$ cat src/rtl/ifetch_queue.sv
// Instruction fetch front end: owns the fetch PC, issues in-order imem reads and buffers {pc, inst}
// in a DEPTH-entry FIFO for decode. Define IFQ_BYPASS_EN to pass a response straight to decode when empty.
module ifetch_queue #(
   parameter int          DEPTH    = 4,
   parameter logic [31:0] RESET_PC = 32'h0000_0000
) (
   input  logic        clk,
   input  logic        rst,
   input  logic        redir,
   input  logic        rel,
   input  logic [31:0] br_pc,
   input  logic [31:0] diff,
   input  logic [31:0] nxt,
   output logic        imem_req_valid,
   input  logic        imem_req_ready,
   output logic [31:0] imem_req_addr,
   input  logic        imem_resp_valid,
   input  logic [31:0] imem_resp_data,
   output logic        out_valid,
   input  logic        out_ready,
   output logic [31:0] out_pc,
   output logic [31:0] out_inst
);

   localparam int AW = (DEPTH > 1) ? $clog2(DEPTH) : 1;
   localparam int CW = AW + 1;
   localparam int SW = AW + 3;

   logic [31:0]   faddr_q, faddr_d;
   logic [31:0]   rpc_q, rpc_d;
   logic [CW-1:0] outst_q, outst_d;
   logic [CW-1:0] drop_q, drop_d;
   logic [CW-1:0] cnt_q, cnt_d;
   logic [AW-1:0] rptr_q, rptr_d;
   logic [AW-1:0] wptr_q, wptr_d;
   logic [31:0]   pc_mem_q   [DEPTH];
   logic [31:0]   inst_mem_q [DEPTH];

   logic [SW-1:0] inflight;
   logic [31:0]   target;
   logic          fire;
   logic          resp_drop;
   logic          resp_keep;
   logic          push;
   logic          pop;
   logic          byp_take;

   // Buffered, outstanding and to-be-dropped entries together never exceed DEPTH.
   assign inflight       = SW'(cnt_q) + SW'(outst_q) + SW'(drop_q);
   assign imem_req_valid = !rst && !redir && (inflight < SW'(DEPTH));
   assign imem_req_addr  = faddr_q;
   assign fire           = imem_req_valid && imem_req_ready;

   assign resp_drop = imem_resp_valid && (drop_q != '0);
   assign resp_keep = imem_resp_valid && (drop_q == '0) && (outst_q != '0);
   assign target    = (rel ? (br_pc + diff) : nxt) & 32'hFFFF_FFFC;

`ifdef IFQ_BYPASS_EN
   logic byp_show;

   assign byp_show  = resp_keep && (cnt_q == '0) && !redir;
   assign byp_take  = byp_show && out_ready;
   assign out_valid = (cnt_q != '0) || byp_show;
   assign out_pc    = (cnt_q != '0) ? pc_mem_q[rptr_q]   : rpc_q;
   assign out_inst  = (cnt_q != '0) ? inst_mem_q[rptr_q] : imem_resp_data;
`else
   assign byp_take  = 1'b0;
   assign out_valid = (cnt_q != '0);
   assign out_pc    = pc_mem_q[rptr_q];
   assign out_inst  = inst_mem_q[rptr_q];
`endif

   assign push = resp_keep && !byp_take;
   assign pop  = (cnt_q != '0) && out_ready;

   always_comb begin
      faddr_d = faddr_q;
      rpc_d   = rpc_q;
      outst_d = outst_q;
      drop_d  = drop_q;
      cnt_d   = cnt_q;
      rptr_d  = rptr_q;
      wptr_d  = wptr_q;
      if (redir) begin
         // Every response still owed for a pre-redirect request gets discarded,
         // including one arriving right now.
         faddr_d = target;
         rpc_d   = target;
         outst_d = '0;
         drop_d  = drop_q + outst_q - CW'(resp_drop || resp_keep);
         cnt_d   = '0;
         rptr_d  = wptr_q;
      end else begin
         if (fire)      faddr_d = faddr_q + 32'd4;
         if (resp_keep) rpc_d   = rpc_q + 32'd4;
         if (resp_drop) drop_d  = drop_q - CW'(1);
         outst_d = outst_q + CW'(fire) - CW'(resp_keep);
         cnt_d   = cnt_q + CW'(push) - CW'(pop);
         if (push) wptr_d = wptr_q + AW'(1);
         if (pop)  rptr_d = rptr_q + AW'(1);
      end
   end

   always_ff @(posedge clk) begin
      if (rst) begin
         faddr_q <= RESET_PC;
         rpc_q   <= RESET_PC;
         outst_q <= '0;
         drop_q  <= '0;
         cnt_q   <= '0;
         rptr_q  <= '0;
         wptr_q  <= '0;
      end else begin
         faddr_q <= faddr_d;
         rpc_q   <= rpc_d;
         outst_q <= outst_d;
         drop_q  <= drop_d;
         cnt_q   <= cnt_d;
         rptr_q  <= rptr_d;
         wptr_q  <= wptr_d;
      end
   end

   always_ff @(posedge clk) begin
      if (push && !redir) begin
         pc_mem_q[wptr_q]   <= rpc_q;
         inst_mem_q[wptr_q] <= imem_resp_data;
      end
   end

endmodule

$ cat config.mk
export PLATFORM = sky130hd
export DESIGN_NAME = ifetch_queue
export DESIGN_NICKNAME = d
export VERILOG_FILES = /design/src/rtl/ifetch_queue.sv
export SDC_FILE = /design/constraint.sdc
export NUM_CORES = 1
export LEC_CHECK = 0
export ABC_AREA = 1
export ABC_CLOCK_PERIOD_IN_PS = 11480
export CAP_MARGIN = 20
export CORE_ASPECT_RATIO = 1.4
export CORE_MARGIN = 2
export CORE_UTILIZATION = 60
export DETAILED_ROUTE_END_ITERATION = 10
export GPL_ROUTABILITY_DRIVEN = 0
export PLACE_DENSITY = 0.86
export SLEW_MARGIN = 0
export SYNTH_ARGS = -nofsm -noshare
export SYNTH_HDL_FRONTEND = slang
export SYNTH_SLANG_ARGS = --single-unit
$ cat constraint.sdc
create_clock -name clk -period 11.48 [get_ports clk]
set_input_delay 2.296 -clock clk [delete_from_list [all_inputs] [get_ports clk]]
set_output_delay 2.296 -clock clk [all_outputs]
set_load 0.05 [all_outputs]
[Word level (Yosys, flattened, before mapping)]
Memories as Yosys holds them, arrays and structs flattened. A register that Yosys moved wholly into a read port is not among the register bits.
Cells that the tools add are included.
Operators by class
  order comparisons: 1
  multiplexer cells: 15
  reduce and logical (&&, ||, !) cells: 21
  bitwise logic cells: 1
  add/subtract/negate cells: 14
Operators with widths (count)
  32-bit two-way mux: 5
  32-bit by 3-bit adder with 32-bit output, second input constant: 2
  32-bit adder: 1
  2-bit two-way mux: 6
  3-bit nonzero test: 3
  3-bit by 1-bit subtractor with 3-bit output: 3
  1-bit logical AND: 8
  2-bit nonzero test: 4
  3-bit by 1-bit adder with 3-bit output: 2
  3-bit two-way mux: 2
  4-bit by 3-bit adder with 5-bit output: 1
  5-bit by 3-bit < comparator with 1-bit output, second input constant: 1
  2-bit by 1-bit adder with 2-bit output, second input constant: 2
  3-bit by 3-bit adder with 4-bit output: 1
  3-bit adder: 1
  3-bit zero test: 1
  3-bit by 1-bit subtractor with 3-bit output, second input constant: 1
  1-bit zero test: 2
  1-bit two-way mux: 2
  2-bit AND reduction: 1
  2-bit OR reduction: 1
  1-bit logical OR: 1
  1-bit inverter: 1
Word-level totals
  bits in writable memories: 256
  logic and storage cells: 63
  bits in registers: 77
  memories: 2
  output and inout bits: 98
  input bits: 135
Memories
  inst_mem_q: words 4, bits a word 32, rd ports 1, clocked after Yosys merged registers in 1, wr ports 1, line 37  | logic [31:0] inst_mem_q [DEPTH];
  pc_mem_q: words 4, bits a word 32, rd ports 1, clocked after Yosys merged registers in 1, wr ports 1, line 36  | logic [31:0] pc_mem_q [DEPTH];

[Longest topological paths before layout]
Gate-level depths: netlist of the first run.
  depth after elaboration: 7
  mapped depth: 17
  mapped depth without buffers: 16

[Worst setup path before layout of the first run]
Ideal clock, no wire load.
  kind: input port to flip-flop
  start point: in redir
  end point: mem inst_mem_q[0][0], enable pin
  library setup time: 482 ps
  path slack: 5550 ps
  stages: 5
  buffers on the path: 2
  data arrival time: 5448 ps
  required time: 10998 ps
  path through: buf_6 -> clkinv_2 -> buf_2 -> nand2_1 -> nor2_1
Between the ends
  word-level cells in the longest chain between the ends: 4
RTL lines
  start: declaration: line 9  | input logic redir,
  1-bit zero test: line 125  | if (push && !redir) begin
  1-bit logical AND: line 125
  1-bit two-way mux: line 125
  1-bit two-way mux (implied by the code): line 127  | inst_mem_q[wptr_q] <= imem_resp_data;
  end: declaration: line 37
Every way passes these cells.

[Worst setup path after layout of the first run]
  start point: in redir
  end point: out imem_req_valid
Between the ends
  word-level cells in the longest chain between the ends: 3
RTL lines
  1-bit zero test: line 50  | assign imem_req_valid = !rst && !redir && (inflight < SW'(DEPTH));
  1-bit logical AND (2 in a row): line 50
  end: declaration: line 14  | output logic imem_req_valid,
Every way passes these cells.

==> impl_metrics.py, run 1 <==
metrics = {
    "hold_path": {
        "min_path_type": "reg2reg",
        "min-delay-start": "drop_q[2]$_SDFFE_PP0P_",
    },
    "clock_tree": {
        "clock_sinks": 323,
        "cts-buffers-inserted": 28,
        "clk_pin_slew_ns": 0.07,
        "cts_tree": "yes",
        "cts_setup_buffers": 0,
        "htreeDepth": 1,
        "clock_path_buffers": 3,
        "cts-root-buf": "clkbuf_16",
        "cts_resized": 0,
        "worstSkewPairLatency_ns": 0.54,
        "holdBufCountCts": 0,
    },
    "setup_path": {
        "crit_chain": "clkdlybuf4s50_1 > buf_4 > clkinv_2 > buf_4 > nand2_2 > nor3_2 > nand2_1 > inv_1 > clkdlybuf4s50_1",
        "cp_slowest_cell": "clkdlybuf4s50_1",
        "cp_top_family": "buffers and inverters",
        "crit_fanout": 87,
        "reg2reg_from": "outst_q[1]$_SDFF_PP0_",
        "crit_path_end_kind": "output port",
        "critPathLaunch": "redir",
        "cp-start-kind": "input pin",
        "crit_type": "in2out",
        "worstPathArrival_ns": 5.09,
        "cp_data_required_time_ns": 9.18,
        "slowest_delay_ns": 0.79,
        "path_buf_inv": 6,
    },
    "timing": {
        "setup-tns-final_ns": 0,
        "slew_viol_final": 0,
        "finalCritPeriodShare": 0.643,
        "rsz0062_at_grt": "false",
        "hold_viol_final": 0,
        "fmax_mhz": 135,
        "slew_headroom": 0.367,
        "period_needed_ns": 7.38,
        "setup_violations": 0,
        "clock_skew_ns": 0.0288,
        "tightest_slew_ns": 0.950,
    },
    "power_and_ir_drop": {
        "peakVddDrop_uv": 103,
        "p_per_area_nw_per_um2": 136,
        "fin_total_pwr_mw": 2.71,
        "power_leakage_nw": 7.67,
    },
    "yosys": {
        "yosysUniqueCellTypes": 56,
        "syn_area_um2": 16600,
        "synthCells": 1875,
        "yosysWarnings": 0,
        "synth-main-ff-cell": "edfxtp_1",
        "syn_avg_cell_area_um2": 8.88,
        "seq_area_frac_synth": 0.538,
        "ys_seq_elements": 323,
        "synth-edff-count": 248,
        "async_flop_share": 0,
    },
    "run": {
        "drv_cap": 0,
    },
    "die": {
        "start_util": 0.606,
        "die_width_um": 145,
        "die_h_um": 201,
        "dieArea_um2": 29100,
        "rows": 72,
        "io_pins": 233,
        "core_um2": 27500,
    },
    "route": {
        "wl_per_cell_um": 17.6,
        "vias": 14300,
        "detail_route.first_pass.iterations": 8,
        "vias_per_cell": 5.82,
        "postRouteAntennaNets": 0,
        "drc": 0,
        "detail_route.wirelength_mm": 43.2,
        "drtIter0Drc": 1319,
    },
    "global_routing": {
        "grt_pass1_vias": 13900,
        "antenna_found_initial": 0,
        "grt_pass1_wl_mm": 67.2,
        "grt_start_max_net_pins": 94,
        "grt-ovfl-total": 0,
        "grt_use_total": 0.288,
    },
    "final_layout": {
        "num-nets-final": 2254,
        "area_growth_pct": 20.0,
        "drive_above_1_share": 0.0504,
        "diodes": 0,
    },
    "placement": {
        "port_buffers": 226,
        "post-dp-hpwl_mm": 29.1,
    },
    "run_status": {
        "status": "completed",
    },
}
flip-flops by register name, indices dropped and copies added, names as in the netlist, named ones only:
register       count
pc_mem_q         120
rpc_q             30
outst_q            3
wptr_q             2
cnt_q              3
rptr_q             2
inst_mem_q       128
drop_q             3
imem_req_addr     30
layout by cell type (no fill, tap or decap), types with 5 or more instances in the layout:
cell type	netlist	layout
inv_1	175	174
clkbuf_16	0	29
nor2_2	9	9
dfxtp_1	75	73
clkinv_2	1	6
edfxtp_1	248	248
ha_1	48	48
nor2_4	2	6
clkbuf_1	58	5
nand2_2	8	8
fa_1	6	6
nand2_1	317	317
nor3_1	22	22
a31oi_1	14	14
a21oi_1	96	96
buf_4	5	11
nand3_1	75	75
o211ai_1	7	7
xnor2_1	12	12
clkdlybuf4s50_1	0	225
o22ai_1	62	62
nor2_1	279	275
nand4_1	15	15
o21ai_0	241	241
inv_2	5	5
o21bai_1	11	11
or2_2	5	5
xor2_1	27	27
per-layer routing:
layer / vias up / wire length [um] / track usage
li1: 6789 / - / -
met1: 6595 / 15800 / 0.333
met2: 737 / 21900 / 0.515
met3: 141 / 3490 / 0.0448
met4: 0 / 2040 / 0.133
met5: - / 0 / 0
path summary, 6_finish.rpt:
path	cells after the start	to	slack [ns]
worst max-delay path	9	imem_req_valid	4.10
worst min-delay path	2	drop_q[2]$_SDFFE_PP0P_	0.52
worst max register to register	13	outst_q[2]$_SDFF_PP0_	7.66
worst min register to register	2	drop_q[2]$_SDFFE_PP0P_	0.52
per-stage QoR:
stage,instances,utilization,hold WS [ns],setup WS (ns),instance area (um2)
floorplan,1878,-,0.477,5.55,16700
global placement,2405,0.697,0.504,4.12,19100
detailed placement,2405,0.697,0.509,4.11,19100
CTS,2452,0.727,0.519,4.09,20000
global route,2452,0.727,0.569,3.95,20000
finish,2452,0.727,0.524,4.10,20000
cell type report:
type	instances	area [um2]
repair buffers	237	2340
inverters	181	682
well taps	370	463
flip-flops and latches	323	8950
multi-input cells	1294	6700
clock buffers	34	744
clock inverters	13	85.1
fillers	1933	7510
Yosys cell counts (11+ instances only):
cell,count,area [um2]
nor2_1,279,1050
nand2_1,317,1190
clkbuf_1,58,218
nor3_1,22,110
inv_1,175,657
edfxtp_1,248,7450
o21bai_1,11,82.6
dfxtp_1,75,1500
nand4_1,15,93.8
a21oi_1,96,480
o22ai_1,62,388
o21ai_0,241,1210
xor2_1,27,236
ha_1,48,601
a31oi_1,14,87.6
xnor2_1,12,105
nand3_1,75,375
cell families after synthesis:
family / after synthesis / synth area share
compound gates: 442 / 0.143
flops: 323 / 0.538
other cells: 1 / 0.000225
xor+xnor: 39 / 0.0205
buf+inv: 261 / 0.0622
simple gates: 754 / 0.192
mux: 1 / 0.000677
fa+ha+maj: 54 / 0.0433
worst min-delay path, cell delays in order (launching register included):
cell     delay [ns]
dfxtp_1        0.35
nand2_1        0.08
a21oi_1        0.05
report_power, final:
group | internal [mW] | total (mW) | leakage, nW | switching, mW
Sequential | 1.28 | 1.32 | 2.86 | 0.0386
Clock | 0.462 | 0.860 | 0.395 | 0.398
Combinational | 0.186 | 0.526 | 4.41 | 0.341
Total | 1.93 | 2.71 | 7.67 | 0.777
No activity file was read; power rests on OpenSTA's default activity.
==> inputs of run 2 (changes only) <==
--- a/config.mk
+++ b/config.mk
@@ -6,14 +6,14 @@
 export NUM_CORES = 1
 export LEC_CHECK = 0
 export ABC_AREA = 1
-export ABC_CLOCK_PERIOD_IN_PS = 11480
+export ABC_CLOCK_PERIOD_IN_PS = 7000
 export CAP_MARGIN = 20
 export CORE_ASPECT_RATIO = 1.4
 export CORE_MARGIN = 2
-export CORE_UTILIZATION = 60
+export CORE_UTILIZATION = 55
 export DETAILED_ROUTE_END_ITERATION = 10
 export GPL_ROUTABILITY_DRIVEN = 0
-export PLACE_DENSITY = 0.86
+export PLACE_DENSITY = 0.8
 export SLEW_MARGIN = 0
 export SYNTH_ARGS = -nofsm -noshare
 export SYNTH_HDL_FRONTEND = slang
==> constraint.sdc (replaced) <==
create_clock -name clk -period 7 [get_ports clk]
set_input_delay 1.4 -clock clk [delete_from_list [all_inputs] [get_ports clk]]
set_output_delay 1.4 -clock clk [all_outputs]
set_load 0.05 [all_outputs]
==> run 2 against run 1 <==
Net effect:
- critical path depth decreased by 3
- worst hold slack got worse by 0.0026 ns
- routed wire length down 1.9%
- clock power up 73%
- highest routed layer unchanged
- largest cell class unchanged
- largest power group unchanged
- clock skew down 0.014 ns
- sequential share of layout area is 0.30 points lower
==> impl_metrics.py, run 2 (same netlist as run 1, synthesis figures left out) <==
metrics = {
    "run_status": {
        "status": "completed",
    },
    "die": {
        "die_width_um": 151,
        "io_pins": 233,
        "dieArea_um2": 31700,
        "rows": 75,
        "core_um2": 29800,
        "start_util": 0.558,
        "die_h_um": 210,
    },
    "global_routing": {
        "grt_pass1_vias": 13500,
        "grt_start_max_net_pins": 87,
        "grt-ovfl-total": 0,
        "antenna_found_initial": 0,
        "grt_use_total": 0.266,
        "grt_pass1_wl_mm": 66.7,
    },
    "setup_path": {
        "path_buf_inv": 4,
        "crit_fanout": 71,
        "cp_slowest_cell": "dfxtp_4",
        "crit_path_end_kind": "output port",
        "cp_top_family": "buffers and inverters",
        "cp_num_cells": 6,
        "crit_type": "reg2out",
        "crit_chain": "clkinv_2 > buf_16 > buf_4 > o21ai_0 > o22ai_1 > clkdlybuf4s50_1",
        "worstPathArrival_ns": 3.47,
        "slowest_delay_ns": 0.76,
        "cp-start-kind": "flip-flop",
        "cp_data_required_time_ns": 5.60,
        "ff2ff_path_depth": 13,
    },
    "run": {
        "drv_cap": 0,
    },
    "power_and_ir_drop": {
        "power_frac_seq": 0.481,
        "p_per_area_nw_per_um2": 224,
        "switching_share": 0.283,
        "p_int_mw": 3.23,
        "switchingPower_mw": 1.28,
        "pwr-share-clk": 0.330,
        "combPwrFrac": 0.189,
        "peakVddDrop_uv": 175,
        "power_leakage_nw": 7.74,
    },
    "placement": {
        "pre_cts_ws_ns": 1.99,
        "place_inst": 2424,
        "dpl_cell_area_um2": 19200,
        "post-dp-hpwl_mm": 29.6,
        "port_buffers": 226,
    },
    "final_layout": {
        "layout_common_cells": "nand2_1, nor2_1, edfxtp_1, o21ai_0, clkdlybuf4s50_1",
        "fillers": 2359,
        "drive_above_1_share": 0.0526,
        "mostFrequentLayoutCell": "nand2_1",
        "diodes": 0,
        "final_area_um2": 20100,
        "num-nets-final": 2259,
        "top_register": "inst_mem_q",
        "finalNonFillerCells": 2477,
        "largestRegisters": "inst_mem_q: 128 flops, pc_mem_q: 120 flops",
        "area_growth_pct": 20.8,
        "largest_reg_flops": 128,
    },
    "clock_tree": {
        "clock_sinks": 323,
        "clk_pin_slew_ns": 0.06,
        "cts_resized": 0,
        "cts-buffers-inserted": 28,
        "holdBufCountCts": 0,
        "cts_tree": "yes",
        "clock_path_buffers": 3,
        "cts_setup_buffers": 0,
        "htreeDepth": 1,
        "cts-root-buf": "clkbuf_16",
        "worstSkewPairLatency_ns": 0.55,
    },
    "route": {
        "detail_route.first_pass.iterations": 8,
        "postRouteAntennaNets": 0,
        "drtIter0Drc": 1052,
        "wl_per_cell_um": 17.1,
        "drc": 0,
        "detail_route.wirelength_mm": 42.4,
        "vias": 14100,
        "vias_per_cell": 5.68,
    },
    "timing": {
        "period_needed_ns": 4.87,
        "setup_violations": 0,
        "clock_skew_ns": 0.0150,
        "finalCritPeriodShare": 0.695,
        "setup-tns-final_ns": 0,
        "hold_viol_final": 0,
        "slew_viol_final": 0,
        "whs_ns": 0.521,
        "tightest_slew_ns": 0.941,
        "rsz0062_at_grt": "false",
        "fmax_mhz": 206,
        "fin_ws_ns": 2.13,
        "slew_headroom": 0.373,
    },
    "hold_path": {
        "min_path_type": "reg2reg",
        "whs_path_depth": 2,
    },
}
-- run 2: cell types whose count changed in the layout (fill, tap and decap cells not counted), sizes merged --
cell | previous run | this run
buf | 12 | 17
clkinvlp | 5 | 1
clkbuf | 34 | 40
clkinv | 7 | 10
inv | 182 | 181
bufinv | 0 | 1
-- run 2: final timing paths --
kind                                        startpoint  slack [ns]                      to
worst max-delay path                         flip-flop        2.13            out_inst[20]
worst min-delay path            drop_q[2]$_SDFFE_PP0P_        0.52  drop_q[2]$_SDFFE_PP0P_
worst max register to register   outst_q[1]$_SDFF_PP0_        3.22   outst_q[2]$_SDFF_PP0_
worst min register to register  drop_q[2]$_SDFFE_PP0P_        0.52  drop_q[2]$_SDFFE_PP0P_
-- run 2: final cells by class --
| class | instances | area (um2) | share of cell area |
|---|---|---|---|
| Inverter | 181 | 682 | 0.0339 |
| Timing Repair Buffer | 242 | 2400 | 0.119 |
| Clock inverter | 12 | 100 | 0.00498 |
| Sequential cell | 323 | 8950 | 0.445 |
| Tap cell | 385 | 482 | 0.0240 |
| Clock buffer | 40 | 787 | 0.0391 |
| Multi-Input combinational cell | 1294 | 6700 | 0.333 |
-- run 2: power groups by stage --
stage / Clock (mW) / Sequential, mW / Combinational [mW]
3_3_place_gp: 0 / 2.20 / 0.827
3_5_place_dp: 0 / 2.21 / 0.844
2_1_floorplan: 0 / 2.23 / 0.513
5_1_grt: 1.58 / 2.17 / 0.934
6_report: 1.49 / 2.17 / 0.854
4_1_cts: 1.51 / 2.17 / 0.848
-- run 2: layer usage --
layer,share of wire,routed length [um],global-route usage
met3,0.079,3350,0.0457
met4,0.054,2300,0.137
met2,0.50,21200,0.473
met1,0.37,15500,0.303
met5,0,0,0
-- run 2: worst register-to-register path: stages (launching register included) --
cell and delay (ns):
dfxtp_1 0.40, inv_1 0.13, fa_1 0.48, nor2_1 0.19, fa_1 0.45, nor3_2 0.24, nand3_2 0.38, ha_1 0.43
inv_1 0.06, ha_1 0.12, inv_1 0.05, fa_1 0.37, or2_2 0.30, a21oi_1 0.12
-- run 2: metrics by stage --
step	total power, mW	util
after CTS	4.52	0.673
final	4.51	0.674
after global routing	4.69	0.674
after global placement	3.03	0.643
after detailed placement	3.05	0.643
after floorplan	2.74	-
